[src/rtl/riscv_pkg.sv]
// Shared definitions for the retirement trace path: frame constants, the
// buffered record layout, serializer states and the frame byte selector.
package riscv_pkg;

   localparam logic [7:0] TRACE_SYNC     = 8'hA5;
   localparam int         TRACE_LEN_BASE = 14;
   localparam int         TRACE_LEN_MEM  = 22;

   // One retired instruction as held in the trace FIFO and the frame register.
   typedef struct packed {
      logic [31:0] pc;
      logic [31:0] instr;
      logic [4:0]  reg_addr;
      logic [31:0] reg_data;
      logic [31:0] mem_addr;
      logic [31:0] mem_data;
      logic        mem_wrt;
      logic        ovf;
   } trace_rec_t;

   typedef enum logic {
      IDLE = 1'b0,
      SEND = 1'b1
   } trace_state_e;

   // Index of the final byte of a frame; stores carry two extra words.
   function automatic logic [4:0] trace_last_idx(input logic mem_wrt);
      return mem_wrt ? 5'(TRACE_LEN_MEM - 1) : 5'(TRACE_LEN_BASE - 1);
   endfunction

   // Byte at position idx of the frame built from rec. Words go out
   // little-endian; positions past the frame end read as zero.
   function automatic logic [7:0] trace_byte(input trace_rec_t rec, input logic [4:0] idx);
      logic [7:0]  b;
      logic [31:0] w;
      logic [1:0]  lane;
      b    = 8'h00;
      w    = 32'h0;
      lane = 2'd0;
      if (idx == 5'd0) begin
         b = TRACE_SYNC;
      end else if (idx == 5'd1) begin
         b = {rec.mem_wrt, rec.ovf, 1'b0, rec.reg_addr};
      end else begin
         if (idx < 5'd6) begin
            w    = rec.pc;
            lane = 2'(idx - 5'd2);
         end else if (idx < 5'd10) begin
            w    = rec.instr;
            lane = 2'(idx - 5'd6);
         end else if (idx < 5'd14) begin
            w    = rec.reg_data;
            lane = 2'(idx - 5'd10);
         end else if (idx < 5'd18) begin
            w    = rec.mem_addr;
            lane = 2'(idx - 5'd14);
         end else if (idx < 5'd22) begin
            w    = rec.mem_data;
            lane = 2'(idx - 5'd18);
         end
         b = w[lane*8 +: 8];
      end
      return b;
   endfunction

endpackage

[src/rtl/trace_fifo.sv]
// Synchronous FIFO with a combinational head read. A push while full and a
// pop while empty are ignored, so callers may gate or not as they see fit.
module trace_fifo
   import riscv_pkg::*;
#(
   parameter int  DEPTH   = 8,
   parameter type entry_t = trace_rec_t
) (
   input  logic                     clk_i,
   input  logic                     rst_i,
   input  logic                     push_i,
   input  entry_t                   wdata_i,
   input  logic                     pop_i,
   output entry_t                   rdata_o,
   output logic                     full_o,
   output logic                     empty_o,
   output logic [$clog2(DEPTH):0]   level_o
);

   localparam int AW = $clog2(DEPTH);

   entry_t        mem_q [DEPTH];
   logic [AW-1:0] wr_ptr_q, wr_ptr_d;
   logic [AW-1:0] rd_ptr_q, rd_ptr_d;
   logic [AW:0]   level_q, level_d;
   logic          do_push, do_pop;

   // Pointer and occupancy update; pointers wrap naturally since DEPTH is 2^AW.
   always_comb begin
      // NOTE: every combinational output gets a default first so no path leaves it unassigned (no latch).
      wr_ptr_d = wr_ptr_q;
      rd_ptr_d = rd_ptr_q;
      level_d  = level_q;
      do_push  = push_i && !full_o;
      do_pop   = pop_i && !empty_o;
      if (do_push) wr_ptr_d = wr_ptr_q + 1'b1;
      if (do_pop)  rd_ptr_d = rd_ptr_q + 1'b1;
      case ({do_push, do_pop})
         2'b10:   level_d = level_q + 1'b1;
         2'b01:   level_d = level_q - 1'b1;
         default: level_d = level_q;
      endcase
   end

   // Control state register.
   always_ff @(posedge clk_i) begin
      // NOTE: sequential state is written with <= so every flop samples pre-edge values.
      if (rst_i) begin
         wr_ptr_q <= '0;
         rd_ptr_q <= '0;
         level_q  <= '0;
      end else begin
         wr_ptr_q <= wr_ptr_d;
         rd_ptr_q <= rd_ptr_d;
         level_q  <= level_d;
      end
   end

   // Entry storage.
   always_ff @(posedge clk_i) begin
      // NOTE: storage is not reset; the level counter alone decides which entries are meaningful.
      if (do_push) mem_q[wr_ptr_q] <= wdata_i;
   end

   assign rdata_o = mem_q[rd_ptr_q];
   assign full_o  = (level_q == (AW+1)'(DEPTH));
   assign empty_o = (level_q == '0);
   assign level_o = level_q;

endmodule

[src/rtl/retire_trace_serializer.sv]
// Captures core retirement records into a FIFO and streams each one as a
// framed byte sequence over valid/ready. Records arriving while the FIFO is
// full are dropped, counted, and flagged on the next record that gets in.
module retire_trace_serializer
   import riscv_pkg::*;
#(
   parameter int DEPTH  = 8,
   parameter int DROP_W = 16
) (
   input  logic                      clk_i,
   input  logic                      rst_i,
   input  logic                      update_i,
   input  logic [31:0]               pc_i,
   input  logic [31:0]               instr_i,
   input  logic [4:0]                reg_addr_i,
   input  logic [31:0]               reg_data_i,
   input  logic [31:0]               mem_addr_i,
   input  logic [31:0]               mem_data_i,
   input  logic                      mem_wrt_i,
   output logic [7:0]                tx_data_o,
   output logic                      tx_valid_o,
   input  logic                      tx_ready_i,
   output logic [$clog2(DEPTH):0]    fifo_level_o,
   output logic [DROP_W-1:0]         drop_cnt_o,
   output logic                      busy_o
);

   trace_rec_t        push_rec;
   trace_rec_t        head_rec;
   logic              fifo_full, fifo_empty;
   logic              do_push, do_drop, do_pop;

   trace_state_e      state_q, state_d;
   trace_rec_t        frame_q, frame_d;
   logic [4:0]        idx_q, idx_d;
   logic              ovf_q, ovf_d;
   logic [DROP_W-1:0] drop_cnt_q, drop_cnt_d;
   logic              last_byte;

   trace_fifo #(
      .DEPTH   (DEPTH),
      .entry_t (trace_rec_t)
   ) u_fifo (
      .clk_i   (clk_i),
      .rst_i   (rst_i),
      .push_i  (do_push),
      .wdata_i (push_rec),
      .pop_i   (do_pop),
      .rdata_o (head_rec),
      .full_o  (fifo_full),
      .empty_o (fifo_empty),
      .level_o (fifo_level_o)
   );

   // Capture: push when there is room, otherwise drop, count and flag the gap.
   // Fullness is the pre-edge value, so a same-edge pop does not rescue a push.
   always_comb begin
      do_push           = update_i && !fifo_full;
      do_drop           = update_i && fifo_full;
      push_rec          = '0;
      push_rec.pc       = pc_i;
      push_rec.instr    = instr_i;
      push_rec.reg_addr = reg_addr_i;
      push_rec.reg_data = reg_data_i;
      push_rec.mem_addr = mem_addr_i;
      push_rec.mem_data = mem_data_i;
      push_rec.mem_wrt  = mem_wrt_i;
      push_rec.ovf      = ovf_q;
      ovf_d             = ovf_q;
      drop_cnt_d        = drop_cnt_q;
      if (do_push) begin
         ovf_d = 1'b0;
      end else if (do_drop) begin
         ovf_d = 1'b1;
         if (drop_cnt_q != '1) drop_cnt_d = drop_cnt_q + 1'b1;
      end
   end

   // Serializer next state: load a frame from the FIFO head, step the byte
   // index on each accepted byte, and chain straight into the next frame.
   always_comb begin
      state_d    = state_q;
      frame_d    = frame_q;
      idx_d      = idx_q;
      do_pop     = 1'b0;
      tx_valid_o = 1'b0;
      last_byte  = (idx_q == trace_last_idx(frame_q.mem_wrt));
      case (state_q)
         IDLE: begin
            if (!fifo_empty) begin
               do_pop  = 1'b1;
               frame_d = head_rec;
               idx_d   = 5'd0;
               state_d = SEND;
            end
         end
         SEND: begin
            tx_valid_o = 1'b1;
            if (tx_ready_i) begin
               if (last_byte) begin
                  idx_d = 5'd0;
                  if (!fifo_empty) begin
                     do_pop  = 1'b1;
                     frame_d = head_rec;
                  end else begin
                     state_d = IDLE;
                  end
               end else begin
                  idx_d = idx_q + 5'd1;
               end
            end
         end
         default: state_d = IDLE;
      endcase
   end

   // Byte output: held steady while stalled because frame and index only
   // move on acceptance; idle drives zero.
   always_comb begin
      tx_data_o = 8'h00;
      if (tx_valid_o) tx_data_o = trace_byte(frame_q, idx_q);
   end

   // State registers for the serializer and the drop bookkeeping.
   always_ff @(posedge clk_i) begin
      if (rst_i) begin
         state_q    <= IDLE;
         frame_q    <= '0;
         idx_q      <= 5'd0;
         ovf_q      <= 1'b0;
         drop_cnt_q <= '0;
      end else begin
         state_q    <= state_d;
         frame_q    <= frame_d;
         idx_q      <= idx_d;
         ovf_q      <= ovf_d;
         drop_cnt_q <= drop_cnt_d;
      end
   end

   assign drop_cnt_o = drop_cnt_q;
   assign busy_o     = (state_q == SEND) || !fifo_empty;

endmodule

[config.mk]
export PLATFORM = sky130hd
export DESIGN_NAME = retire_trace_serializer
export DESIGN_NICKNAME = d
export VERILOG_FILES = /design/src/rtl/riscv_pkg.sv /design/src/rtl/trace_fifo.sv /design/src/rtl/retire_trace_serializer.sv
export SDC_FILE = /design/constraint.sdc
export NUM_CORES = 1
export LEC_CHECK = 0
export BUFFER_PORTS_ARGS = -buffer_cell sky130_fd_sc_hd__clkbuf_2
export CAP_MARGIN = 20
export CORE_MARGIN = 2
export CORE_UTILIZATION = 34
export DETAILED_ROUTE_END_ITERATION = 6
export GPL_TIMING_DRIVEN = 0
export PLACE_DENSITY = 0.49
export RECOVER_POWER = 100
export SYNTH_ARGS = -nofsm -noshare
export SYNTH_HDL_FRONTEND = slang
export SYNTH_SLANG_ARGS = --single-unit
[constraint.sdc]
create_clock -name clk_i -period 52.5 [get_ports clk_i]
set_clock_uncertainty 0.05 [all_clocks]
set_input_delay 2.625 -clock clk_i [delete_from_list [all_inputs] [get_ports clk_i]]
set_output_delay 2.625 -clock clk_i [all_outputs]
set_load 0.02 [all_outputs]
After elaboration in Yosys (flattened, before gate mapping)
Memories as Yosys holds them, arrays and structs flattened. A register that Yosys moved wholly into a read port is not among the register bits.
Cells that the tools add are included.
Widths: inputs -> output; s select.
{"block": "word_totals", "register_bits": 200, "ramBits": 1336, "out_inout_bits": 30, "word_cells": 99, "n_memories": 1}
{"block": "op_classes", "addsub": 11, "order_cmp": 5, "eq_ne": 9, "n_shift": 1, "mux": 41, "bitwise_logic": 2, "reduce_logical": 14}
{"memory": "u_fifo.mem_q", "words": 8, "word_bits": 167, "rd": 1, "rd_clocked_by_memory_dff": 1, "wr": 1, "line": "trace_fifo.sv:22", "text": "entry_t mem_q [DEPTH];"}
{"op": "$mux 167", "count": 3}
{"op": "$pmux 167 s2", "count": 1}
{"op": "$mux 32", "count": 8}
{"op": "$shiftx 32x6->8", "count": 1}
{"op": "$mux 8", "count": 3}
{"op": "$mux 5", "count": 4}
{"op": "$add 16x1->16 const B", "count": 1}
{"op": "$mux 2", "count": 8}
{"op": "$ne 16x16->1 const B", "count": 1}
{"op": "$lt 5x4->1 const B", "count": 2}
{"op": "$lt 5x5->1 const B", "count": 2}
{"op": "$pmux 5 s2", "count": 1}
{"op": "$sub 2x2->2 const B", "count": 5}
{"op": "$mux 1", "count": 8}
{"op": "$pmux 4 s2", "count": 1}
{"op": "$add 3x1->3 const B", "count": 2}
{"op": "$mux 3", "count": 2}
{"op": "$add 5x1->5 const B", "count": 1}
{"op": "$eq 5x1->1 const B", "count": 1}
{"op": "$eq 5x5->1", "count": 1}
{"op": "$logic_not 5->1", "count": 1}
{"op": "$lt 5x3->1 const B", "count": 1}
{"op": "$add 4x1->4 const B", "count": 1}
{"op": "$eq 4x4->1 const B", "count": 1}
{"op": "other kinds (15)", "count": 23}

Logic depth before layout (Yosys ltp)
{"block": "depth", "ltp_word": 13, "depth_mapped": 15, "depth_no_buf": 11}

Hierarchy
A second synthesis with hierarchy kept.
{"block": "hier_totals", "hier_cells": 3272, "area_unflattened_um2": 60152.7}
{"mod": "trace_fifo", "n_inst": 1, "cells_per_inst": 2004, "area_per_inst_um2": 50771.2, "seq_area_each_um2": 40378.7}
{"mod": "retire_trace_serializer", "n_inst": 1, "cells_per_inst": 1268, "area_per_inst_um2": 9381.5, "seq_area_each_um2": 3803.6}

Worst setup path before layout
No wires, ideal clock.
{"block": "synth_timing", "path_kind": "input to register", "startpoint": "in update_i", "endpoint": "mem u_fifo.mem_q[0][0] (netlist name) (enable)", "setup_ns": 1.103, "arrival_time_ns": 18.791, "t_required_ns": 51.347, "slack_ns": 32.556, "stages": 3, "n_path_buf": 1, "cell_sequence": "clkbuf_1 -> nand2_1 -> nor4_1"}
{"block": "synth_between", "elab_chain_len": 4}
{"item": "from (decl)", "line": "retire_trace_serializer.sv:12", "text": "input logic update_i,"}
{"item": "$logic_and 1x1->1", "line": "retire_trace_serializer.sv:58", "text": "do_push = update_i && !fifo_full;"}
{"item": "$logic_and 1x1->1", "line": "trace_fifo.sv:34", "text": "do_push = push_i && !full_o;"}
{"item": "$mux 1", "line": "trace_fifo.sv:62", "text": "if (do_push) mem_q[wr_ptr_q] <= wdata_i;"}
{"item": "$mux 1 (not written as such)", "line": "trace_fifo.sv:62"}
{"item": "to (decl)", "line": "trace_fifo.sv:22"}
Every way passes these cells.

Worst setup path after layout
{"block": "layout_timing", "startpoint": "in update_i", "endpoint": "mem u_fifo.mem_q[7][153] (netlist name) (enable)"}
The elaborated chain is that of the path after synthesis.

==> results.md <==
* Status: complete, but fails checks
* Failing checks: max-capacitance violations, max-slew violations
* Multi-input logic area at 0.0142 mm2
* Crit Reg-Reg Startpoint: u_fifo.level_o[1]
* Vias in the first global route at 31.4k
* Hold_buf cts at 0
* Rows at 153
* Seq/Total Area, Yosys at 74.4%
* Initial cell density of the core at 34.2%
* DRC violations left at 0
* Area leader, netlist: edfxtp_1
* Commonest non-fill, non-tap cell in the layout: edfxtp_1
* Hold Startpoint: frame_q[160]
* Non-Filler Instances at 6041
* Total grt overflow at 0
* Top cell by count, worst path: clkbuf_1
* #FFs+latches synth at 1539
* Post-cts sizing count at 0
* Routed len/inst at 26.7 um
* Final Cell Area at 0.0687 mm2
* Pin count of the biggest net entering global routing at 25
* Pwr/cell area at 47.5 mW/mm2
* Commonest cells after routing, fill and taps aside: edfxtp_1, clkbuf_1, mux4_2
* Clock buffer count from CTS at 165
* Post-DP Area at 0.0652 mm2
* Util after Layout at 39.6%
* Nets at 3767
* Min Tclk post-route at 8390 ps
* Die Ht at 422 um
* Number of flops mapped to enable cells by yosys at 1336
* Synthesized cell area at 0.0594 mm2
* Total Routing Usage GR at 18.0%
* Initial drt markers at 2671
* CP required at 52840 ps
* Area of the core at 0.174 mm2
* Die X at 422 um
* Area Growth Syn to Fin at 15.7%
* Max capacitance violation total at 17
* Register area at 0.0442 mm2
* Slew @ Worst Pin at 1900 ps
* Max Fclk at 119 MHz
* Worst Path Arrival at 8730 ps
* DRT antenna net count at 0
* CTS tree: built
* Main synth FF type: edfxtp_1
* Max_slew headroom at -26.7%
* Die ar. at 0.178 mm2
* Crit-path cells: clkbuf_1 > nand3_1 > nor2_1 > clkbuf_1 > clkbuf_1 > clkbuf_1 > clkbuf_1
* Post-DP HPWL at 114 mm
* Syn nets at 3250
* Yosys top cell area share at 67.6%
* Antenna violations before repair at 41
* Setup TNS at 0 ps
* Placed cells at 5746
* Root Buffer: clkbuf_16
* RSZ-0062 raised after global routing: no
* CP Class: in2reg
* Crit end category: flop
* Drt via density at 5.12
* CTS Buffer Depth at 3
* Worst Setup SP: update_i
* Final GP Congestion at 0.941
* First-pass GRT wire length at 232 mm
* WL final at 161 mm
* Mapped Cells at 3071
* Worst Hold Class: reg2reg
* Slew Viols, Final at 376
* Setup repair bufs after CTS at 0
* Layout cell share with drive strength beyond 1 at 17.6%
* Max stage delay on crit path at 1260 ps
* Max VDD drop at 0.0345 mV
* Period Utilization, post-route at 16.0%
* Yosys warning total at 0
* CP max FO at 23
* Dominant cells by area after synthesis: edfxtp_1, mux4_2, dfxtp_1
* Clock transition at path regs at 60 ps
* # fillers at 15.9k
* Slowest cell on the critical path: clkbuf_1
* Leak Pwr at 20.9 nW
* Synth unique cells at 78
* Skew-Pair Late Insertion Delay at 800 ps
* DR pass1 iterations at 5
* Syn avg cell area at 19.3 um2
* Vias at 30.9k
* Final setup viols at 0
* Async S/R FF share, synth at 0%
* TritonCTS Sinks at 1539
* Worst setup SP type: input port
* Hold Vio Cnt, Final at 0
* H-tree depth at 4
* Ports at 200
* Port buffer count at 197
==> Yosys cell counts (all sizes together), types with 8 or more instances <==
cell type  instances
buf              101
ha                 9
mux2i            170
nor3              21
xnor2             10
o211ai             8
a21oi             77
inv               12
a221oi             8
mux4             335
a211oi           171
xor2              16
nand2             36
maj3              17
edfxtp          1336
a21o               8
nand3              8
o22ai              9
clkbuf            97
nor2             237
o21ai             57
or3                8
dfxtp            203
==> per-stage QoR <==
step                worst slack, ps  power, mW  hold slack, ps
finish                        44110       3.27             450
global route                  43670       3.41             482
CTS                           45240       3.33             453
detailed placement            46160       2.22             445
global placement              12750       2.26             440
floorplan                     32560       1.96             423
==> power breakdown <==
| part | internal (mW) | switching [mW] | leakage, nW | total, mW |
|---|---|---|---|---|
| sequential | 1.44 | 0.0577 | 13.8 | 1.50 |
| clock | 0.634 | 0.470 | 2.49 | 1.10 |
| combinational | 0.253 | 0.413 | 4.57 | 0.666 |
| total | 2.33 | 0.940 | 20.9 | 3.27 |
==> cell families after synthesis <==
kind of cell,Yosys count,share of synthesized area (%)
AOI/OAI and AO/OA,407,4.78
xor gates and xnor gates,26,0.384
adders and majority gates,26,0.476
buffers and inverters,210,1.72
DFF,1539,74.4
muxes,508,15.6
and+or+nand+nor,355,2.58
==> layer usage <==
metal / GRT usage [%] / up-vias / wire length (um)
li1: - / 13700 / -
met1: 24.3 / 16100 / 70200
met2: 29.0 / 845 / 77200
met3: 3.72 / 312 / 8740
met4: 5.66 / 38 / 4760
met5: 0 / - / 230
==> flip-flops by register name (all words and copies together) (netlist names), named ones only <==
register         flops
ovf_q                1
drop_cnt_o          16
u_fifo.rd_ptr_q      3
idx_q                5
u_fifo.mem_q      1336
u_fifo.level_o       4
state_q              1
frame_q            167
u_fifo.wr_ptr_q      3
==> worst max-delay path: cells and delay by family <==
kind / cells / cell delay, ps
AND/OR/NAND/NOR: 2 / 1080
buffers and inverters: 5 / 4950
==> final timing paths <==
path	to	slack, ps	depth (start not counted)
setup reg to reg	u_fifo.mem_q[7][153]	45380	9
hold / removal	frame_q[160]	450	2
setup / recovery	u_fifo.mem_q[7][153]	44110	7
hold reg to reg	frame_q[160]	450	2
==> cell type report <==
| cell class | count | share of cell area (%) |
|---|---|---|
| Antenna cell | 7 | 0.0255 |
| Buffer | 198 | 1.35 |
| Clock buffer | 233 | 6.81 |
| Clock inverter | 55 | 0.605 |
| Inverter | 12 | 0.0656 |
| Multi-Input combinational cell | 1322 | 20.6 |
| Sequential cell | 1539 | 64.3 |
| Tap cell | 2325 | 4.24 |
| Timing Repair Buffer | 350 | 1.95 |
Power figures use the tool's default switching activity.
